===== config.mk =====
export PLATFORM = sky130hd
export DESIGN_NAME = load_store_unit
export DESIGN_NICKNAME = d
export VERILOG_FILES = /design/src/rtl/load_store_unit.sv
export SDC_FILE = /design/constraint.sdc
export NUM_CORES = 1
export LEC_CHECK = 0
export BUFFER_PORTS_ARGS = -buffer_cell sky130_fd_sc_hd__buf_2
export CAP_MARGIN = 5
export CORE_MARGIN = 2
export CORE_UTILIZATION = 28
export CTS_BUF_LIST = sky130_fd_sc_hd__clkbuf_8 sky130_fd_sc_hd__clkbuf_16
export CTS_CLUSTER_SIZE = 14
export DETAILED_ROUTE_END_ITERATION = 8
export PLACE_DENSITY = 0.49
export SLEW_MARGIN = 20
export SYNTH_ARGS = -nofsm -noshare
export SYNTH_HDL_FRONTEND = slang
export SYNTH_SLANG_ARGS = --single-unit

===== constraint.sdc =====
create_clock -name clk -period 4.92 [get_ports clk]
set_input_delay 0.984 -clock clk [delete_from_list [all_inputs] [get_ports clk]]
set_output_delay 0.984 -clock clk [all_outputs]
set_load 0.03 [all_outputs]

===== src/rtl/load_store_unit.sv =====
// -----------------------------------------------------------------------------
// load_store_unit
//
// MEM-stage load/store sequencer that sits between the EX/MEM pipeline register
// and a word-wide data memory. The memory only supports full-word writes and a
// combinational word read. This block adds the following on top of it:
//   - byte, half and word loads, sign or zero extended
//   - sub-word stores, done as read-modify-write
//   - error detection for misaligned, illegal and out-of-range requests
//
// Ports
//   clk            clock, all state updates on the rising edge
//   rst            asynchronous, active-low reset
//   req_valid      pipeline presents a memory op
//   req_ready      high only when idle; accept = req_valid & req_ready
//   req_we         1 store, 0 load
//   req_funct3     RV32I width/sign code (B, H, W, BU, HU)
//   req_addr       byte address
//   req_wdata      right-aligned store data
//   resp_valid     one-cycle completion pulse
//   resp_rdata     extended load data (0 for stores and errors)
//   resp_err       error flag, qualified by resp_valid
//   mem_wr_rd_en   memory word write enable
//   mem_addr       word-aligned memory byte address
//   mem_write_data merged word to write
//   mem_read_data  combinational read of mem_addr
// -----------------------------------------------------------------------------
module load_store_unit #(
  parameter int DEPTH_WORDS = 64,
  parameter bit CHECK_RANGE = 1'b1
) (
  input  logic        clk,
  input  logic        rst,
  input  logic        req_valid,
  output logic        req_ready,
  input  logic        req_we,
  input  logic [2:0]  req_funct3,
  input  logic [31:0] req_addr,
  input  logic [31:0] req_wdata,
  output logic        resp_valid,
  output logic [31:0] resp_rdata,
  output logic        resp_err,
  output logic        mem_wr_rd_en,
  output logic [31:0] mem_addr,
  output logic [31:0] mem_write_data,
  input  logic [31:0] mem_read_data
);

  typedef enum logic [1:0] {IDLE, RD, WR, RESP} state_t;

  state_t      state_q, state_d;
  logic        we_q;
  logic [2:0]  funct3_q;
  logic [31:0] addr_q;
  logic [31:0] wdata_q;
  logic [31:0] word_q;
  logic        resp_valid_d, resp_err_d;
  logic [31:0] resp_rdata_d;
  logic        latch_req, capture_word;

  // Request classification, evaluated on the raw inputs at accept time
  logic req_illegal, req_misalign, req_range, req_error;

  always_comb begin
    req_illegal  = (req_funct3 == 3'b011) || (req_funct3 == 3'b110) ||
                   (req_funct3 == 3'b111) ||
                   (req_we && ((req_funct3 == 3'b100) || (req_funct3 == 3'b101)));
    req_misalign = (((req_funct3 == 3'b001) || (req_funct3 == 3'b101)) && req_addr[0]) ||
                   ((req_funct3 == 3'b010) && (req_addr[1:0] != 2'b00));
    req_range    = CHECK_RANGE && ({2'b00, req_addr[31:2]} >= 32'(DEPTH_WORDS));
    req_error    = req_illegal || req_misalign || req_range;
  end

  // Load extraction straight from the memory read port, so the response can be
  // registered on the same edge that leaves RD
  logic [31:0] byte_shift, half_shift, load_data;

  always_comb begin
    byte_shift = mem_read_data >> {addr_q[1:0], 3'b000};
    half_shift = mem_read_data >> {addr_q[1], 4'b0000};
    case (funct3_q)
      3'b000:  load_data = {{24{byte_shift[7]}}, byte_shift[7:0]};
      3'b001:  load_data = {{16{half_shift[15]}}, half_shift[15:0]};
      3'b010:  load_data = mem_read_data;
      3'b100:  load_data = {24'h0, byte_shift[7:0]};
      3'b101:  load_data = {16'h0, half_shift[15:0]};
      default: load_data = 32'h0;
    endcase
  end

  // Store merge: the lane mask selects which bytes of the captured word are
  // replaced by the replicated store data
  logic [31:0] lane_mask, lane_data;

  always_comb begin
    case (funct3_q[1:0])
      2'b00: begin
        lane_mask = 32'h0000_00FF << {addr_q[1:0], 3'b000};
        lane_data = {4{wdata_q[7:0]}};
      end
      2'b01: begin
        lane_mask = 32'h0000_FFFF << {addr_q[1], 4'b0000};
        lane_data = {2{wdata_q[15:0]}};
      end
      default: begin
        lane_mask = 32'hFFFF_FFFF;
        lane_data = wdata_q;
      end
    endcase
    mem_write_data = (word_q & ~lane_mask) | (lane_data & lane_mask);
  end

  assign mem_addr     = {addr_q[31:2], 2'b00};
  assign mem_wr_rd_en = (state_q == WR);
  assign req_ready    = (state_q == IDLE);

  // Next-state and response generation
  always_comb begin
    state_d      = state_q;
    resp_valid_d = 1'b0;
    resp_err_d   = 1'b0;
    resp_rdata_d = 32'h0;
    latch_req    = 1'b0;
    capture_word = 1'b0;
    case (state_q)
      IDLE: begin
        if (req_valid) begin
          latch_req = 1'b1;
          if (req_error) begin
            state_d      = RESP;
            resp_valid_d = 1'b1;
            resp_err_d   = 1'b1;
          end else if (req_we && (req_funct3 == 3'b010)) begin
            state_d = WR;
          end else begin
            state_d = RD;
          end
        end
      end
      RD: begin
        capture_word = 1'b1;
        if (we_q) begin
          state_d = WR;
        end else begin
          state_d      = RESP;
          resp_valid_d = 1'b1;
          resp_rdata_d = load_data;
        end
      end
      WR: begin
        state_d      = RESP;
        resp_valid_d = 1'b1;
      end
      RESP: begin
        state_d = IDLE;
      end
      default: state_d = IDLE;
    endcase
  end

  always_ff @(posedge clk or negedge rst) begin
    if (!rst) begin
      state_q    <= IDLE;
      we_q       <= 1'b0;
      funct3_q   <= 3'b000;
      addr_q     <= 32'h0;
      wdata_q    <= 32'h0;
      word_q     <= 32'h0;
      resp_valid <= 1'b0;
      resp_err   <= 1'b0;
      resp_rdata <= 32'h0;
    end else begin
      state_q    <= state_d;
      resp_valid <= resp_valid_d;
      resp_err   <= resp_err_d;
      resp_rdata <= resp_rdata_d;
      if (latch_req) begin
        we_q     <= req_we;
        funct3_q <= req_funct3;
        addr_q   <= req_addr;
        wdata_q  <= req_wdata;
      end
      if (capture_word) begin
        word_q <= mem_read_data;
      end
    end
  end

endmodule


==> results of run 1 <==
-- metrics by stage --
stage | total power, mW | cell area (um^2) | std cells | setup slack [ps] | utilization (%)
final | 6.43 | 8130 | 1014 | 1260 | 35.8
after global placement | 5.20 | 7540 | 979 | 1680 | 33.2
after global routing | 6.86 | 8120 | 1013 | 1060 | 35.8
after CTS | 6.50 | 8120 | 1010 | 1230 | 35.7
after floorplan | 4.45 | 6510 | 551 | 2160 | -
after detailed placement | 5.20 | 7540 | 979 | 1690 | 33.2
-- sequential cells by signal, summed over array words and instances (netlist names) --
name        flops
word_q         32
state_q         2
wdata_q        32
resp_rdata     32
resp_valid      1
we_q            1
addr_q         32
resp_err        1
funct3_q        3
-- final cells by class --
class	count	area [um^2]
sequential	136	3400
inverter	7	26.3
tap	285	357
timing repair buffer	207	1060
clock buffer	19	453
antenna	4	10.0
fill	2346	14600
multi-input combinational	344	2690
clock inverter	12	126
-- kinds of logic (layout without fill, tap and decap cells) --
logic type / count (synthesis) / count (layout) / share of synthesized area (%)
adder cells (fa/ha/maj): 5 / 5 / 0.962
buffers and inverters: 71 / 245 / 6.42
flip-flops: 136 / 136 / 52.3
AND/OR/NAND/NOR: 106 / 106 / 7.87
AO/OA/AOI/OAI: 94 / 94 / 8.71
multiplexers: 137 / 137 / 23.7
other: 1 / 6 / 0.0576
-- final timing paths --
path                        startpoint                end
max in group asynchronous          rst      resp_rdata[4]
min                         addr_q[14]         addr_q[14]
min reg2reg                 addr_q[14]         addr_q[14]
max reg2reg                funct3_q[1]     resp_rdata[10]
min in group asynchronous          rst          word_q[2]
max                          addr_q[1]  mem_write_data[4]
-- power breakdown --
part | switching (mW) | total [mW] | internal [mW] | leakage (nW)
registers | 0.399 | 2.01 | 1.61 | 1.68
clock network | 0.488 | 1.26 | 0.767 | 0.273
logic | 1.98 | 3.17 | 1.19 | 1.88
total | 2.87 | 6.43 | 3.56 | 3.83
-- routing by layer --
layer	global-route usage (%)	wire (um)
met5	0	13
met4	5.11	333
met3	3.52	887
met2	23.9	8800
met1	23.7	9310
-- worst max-delay path, stage by stage (launching register included) --
cell	delay, ps
dfrtp_1	730
inv_1	360
a21oi_2	590
mux2_2	400
buf_2	180
-- placed cells by master, fill, tap and decap left out, types with 5 or more instances in the layout --
cell	instances
a21oi_1	37
a22oi_1	7
a32oi_1	5
buf_2	199
buf_4	7
clkbuf_16	17
clkinvlp_4	5
dfrtp_1	136
ha_1	5
inv_1	6
mux2_2	105
mux2i_1	29
nand2_1	52
nor2_1	14
nor2b_1	5
nor3_1	8
nor4_1	8
o21ai_0	30
==> results.cfg, run 1 <==
[sta]
setup_viol = 0
hold_viol = 0
tightest_slew_ps = 959
whs_ps = 497
rsz0062_at_grt = no
finClkSkew_ps = 9.58
fin_tns_setup_ps = 0
period_minus_slack_ps = 3660
timing.final.crit_share_pct = 74.5
fmaxAchievable_mhz = 273
final_max_slew_viol_count = 0
slew_headroom_pct = 36.1

[floorplan]
die_area_mm2 = 0.0245
start_util_pct = 28.7
num_rows = 55
die_x_um = 156
core_region_area_mm2 = 0.0227
die_h_um = 156
pin_count = 203

[finish]
drive_gt1_share_pct = 49.2
finalNetCount = 821
syn_to_final_growth_pct = 24.9

[synthesis]
synth.top_cells.by_count = 136 x dfrtp_1, 105 x mux2_2, 52 x nand2_1, 37 x a21oi_1, 32 x buf_4
async_reset_ff_share_pct = 100
synth_top_cell_by_area = dfrtp_1
yosys.cell_count.top_type = dfrtp_1
postSynthAreaPerCell_um2 = 11.8
yosysSeqAreaShare_pct = 52.3
postSynthCellCount = 550
synth_flop_cell = dfrtp_1
yosys-top-cells-area = dfrtp_1 52%, mux2_2 18%, mux2i_1 4.5%, buf_4 3.7%, nand2_1 3.0%
yosys_warnings = 0
synth-edff-count = 0
synth_area_mm2 = 0.00651
synth_top_area_share_pct = 52.3
ys_types = 44
synth-seq-cells = 136

[clock_tree]
cts_sinks = 136
clkTransAtPathRegs_ps = 60
clockBufferDepth = 2
cts_tree = built
post_cts_buffers = 0
holdBufCountCts = 0
htreeDepth = 4
root_buffer = clkbuf_16
numCtsBuffers = 17
cts_resized = 0
clock_latency_ps = 410

[setup_path]
critPathLaunchType = flip-flop
cp.required_ps = 3940
critPathMaxFanout = 14
arrival_ps = 2680
path_class = flip-flop to primary output
end_kind = primary output
r2r_slack_ps = 2670
r2r_cells = 4

[hold_path]
hp-class = flip-flop to flip-flop
hold_path_depth = 1

[pwr]
power_density_mw_per_mm2 = 791
worst_ir_drop_vdd_mv = 0.476
p_leak_nw = 3.83

[route]
vias = 4834
postRouteAntennaNets = 0
drc = 0
vias_per_cell = 4.77
drt-wirelength-per-cell_um = 19.1
firstDrtPassIters = 6
wl_um = 19300
drt-initial-drc-count = 290

[grt]
antenna_found_initial = 4
track_usage_pct = 16.2
grt_pass1_vias = 4895
grt_first_pass_wirelength_um = 29700
grt-ovfl-total = 0
grt_max_degree = 68

[placement]
hpwl_um = 14300
place.gp.congestion = 0.774
numPortBuffers = 200

[status]
status = finished clean

[job]
max_cap_viol_count = 0
No activity file was read; power rests on OpenSTA's default activity.
==> run 2: changes to the inputs <==
PLACE_DENSITY = 0.51   (was 0.49)
clock period = 3.2 ns   (was 4.92 ns; I/O delays follow)
==> run 2 against run 1 <==
Cell area hardly changed. Non-clock buffer count is 3 higher. Routed wire length is 0.27% lower. Clock power is 45% higher. Power is 53% higher. Critical path type unchanged. Count of clock-buffer cells in the layout is 2 lower. Clock skew is 1.4 ps lower.
==> results.cfg, run 2 (synthesis results as in run 1) <==
[status]
status = finished clean

[sta]
fin_tns_setup_ps = 0
tightest_slew_ps = 774
timing.final.crit_share_pct = 93.5
setup_viol = 0
final_max_slew_viol_count = 0
fmaxAchievable_mhz = 334
period_minus_slack_ps = 2990
postLayoutSetupSlackWorst_ps = 207
slew_headroom_pct = 48.4
finClkSkew_ps = 8.17
rsz0062_at_grt = no
hold_viol = 0

[finish]
finalNetCount = 824
fillers = 2301
stdcell_area_mm2 = 0.00813
layout_common_cells = 199 x buf_2, 136 x dfrtp_1, 105 x mux2_2
syn_to_final_growth_pct = 25.0
layout_commonest_cell = buf_2
drive_gt1_share_pct = 49.4
finalNonFillerCells = 1016

[pwr]
p_leak_nw = 3.84
power_density_mw_per_mm2 = 1210
worst_ir_drop_vdd_mv = 0.544

[job]
max_cap_viol_count = 0

[grt]
grt-ovfl-total = 0
grt_pass1_vias = 4845
track_usage_pct = 16.1
grt_first_pass_wirelength_um = 29500
antenna_found_initial = 2
grt_max_degree = 66

[floorplan]
die_area_mm2 = 0.0245
core_region_area_mm2 = 0.0227
pin_count = 203
die_x_um = 156
start_util_pct = 28.7
die_h_um = 156
num_rows = 55

[placement]
dp_worst_setup_slack_ps = 647
numPortBuffers = 200
place.gp.congestion = 0.800
hpwl_um = 14600
dpl_cell_area_mm2 = 0.00757
dp.cells = 982

[setup_path]
r2r_start = funct3_q[0]
critPathLaunchType = flip-flop
cp.required_ps = 2560
arrival_ps = 2350
reg2reg_to = resp_rdata[15]
r2r_slack_ps = 1180
end_kind = primary output
path_class = flip-flop to primary output
critPathMaxFanout = 16
r2r_cells = 4

[route]
vias_per_cell = 4.71
postRouteAntennaNets = 0
wl_um = 19300
firstDrtPassIters = 5
drt-initial-drc-count = 319
vias = 4782
drt-wirelength-per-cell_um = 19.0
drc = 0

[clock_tree]
cts_tree = built
holdBufCountCts = 0
clkTransAtPathRegs_ps = 60
clock_latency_ps = 420
cts_resized = 0
numCtsBuffers = 17
cts_sinks = 136
post_cts_buffers = 0
htreeDepth = 4
clockBufferDepth = 2
root_buffer = clkbuf_16

[hold_path]
hp-class = primary input to async pin
run 2: worst max-delay path: stages (launching register included):
cell and delay [ps]:
dfrtp_1 560, or2_4 360, a21oi_2 570, nand2_1 110, o21ai_0 110, buf_2 230
run 2: how the worst max path moves through the flow:
stage	start	endpoint	slack, ps	depth (start not counted)
2_1_floorplan	addr_q[1]	mem_write_data[14]	790	5
3_3_place_gp	funct3_q[0]	mem_write_data[6]	700	4
3_5_place_dp	funct3_q[0]	mem_write_data[25]	650	5
4_1_cts	funct3_q[0]	mem_write_data[28]	190	5
5_1_grt	funct3_q[0]	mem_write_data[9]	70	5
6_report	funct3_q[0]	mem_write_data[28]	210	5
run 2: stage by stage:
stage / power (mW) / hold slack (ps) / util (%)
after CTS: 9.91 / 231 / 35.8
after detailed placement: 8.04 / 487 / 33.3
final: 9.82 / 208 / 35.8
after global placement: 8.02 / 484 / 33.3
after global routing: 10.4 / 250 / 35.8
after floorplan: 6.85 / 344 / -
run 2: power by group:
part | switching, mW | total, mW | internal [mW]
Clock | 0.766 | 1.83 | 1.07
Combinational | 3.14 | 4.98 | 1.84
Sequential | 0.538 | 3.01 | 2.47
Total | 4.44 | 9.82 | 5.38
run 2: final cells by class:
class                           count  area [um^2]  share of cell area (%)
Antenna cell                        2         5.00                  0.0615
Clock buffer                       17          425                    5.23
Clock inverter                     15          130                    1.60
Inverter                            7         26.3                   0.323
Multi-Input combinational cell    344         2690                    33.1
Sequential cell                   136         3400                    41.9
Tap cell                          285          357                    4.39
Timing Repair Buffer              210         1090                    13.5
run 2: metal layers:
metal  up-vias  routed length [um]  global-route usage [%]  share of wire [%]
li1       2256                   -                       -                  -
met1      2359                8920                    22.4                 46
met2       145                9030                    24.7                 47
met3        20                1050                    4.07                5.4
met4         2                 275                    4.89                1.4
met5         -                  13                       0              0.067
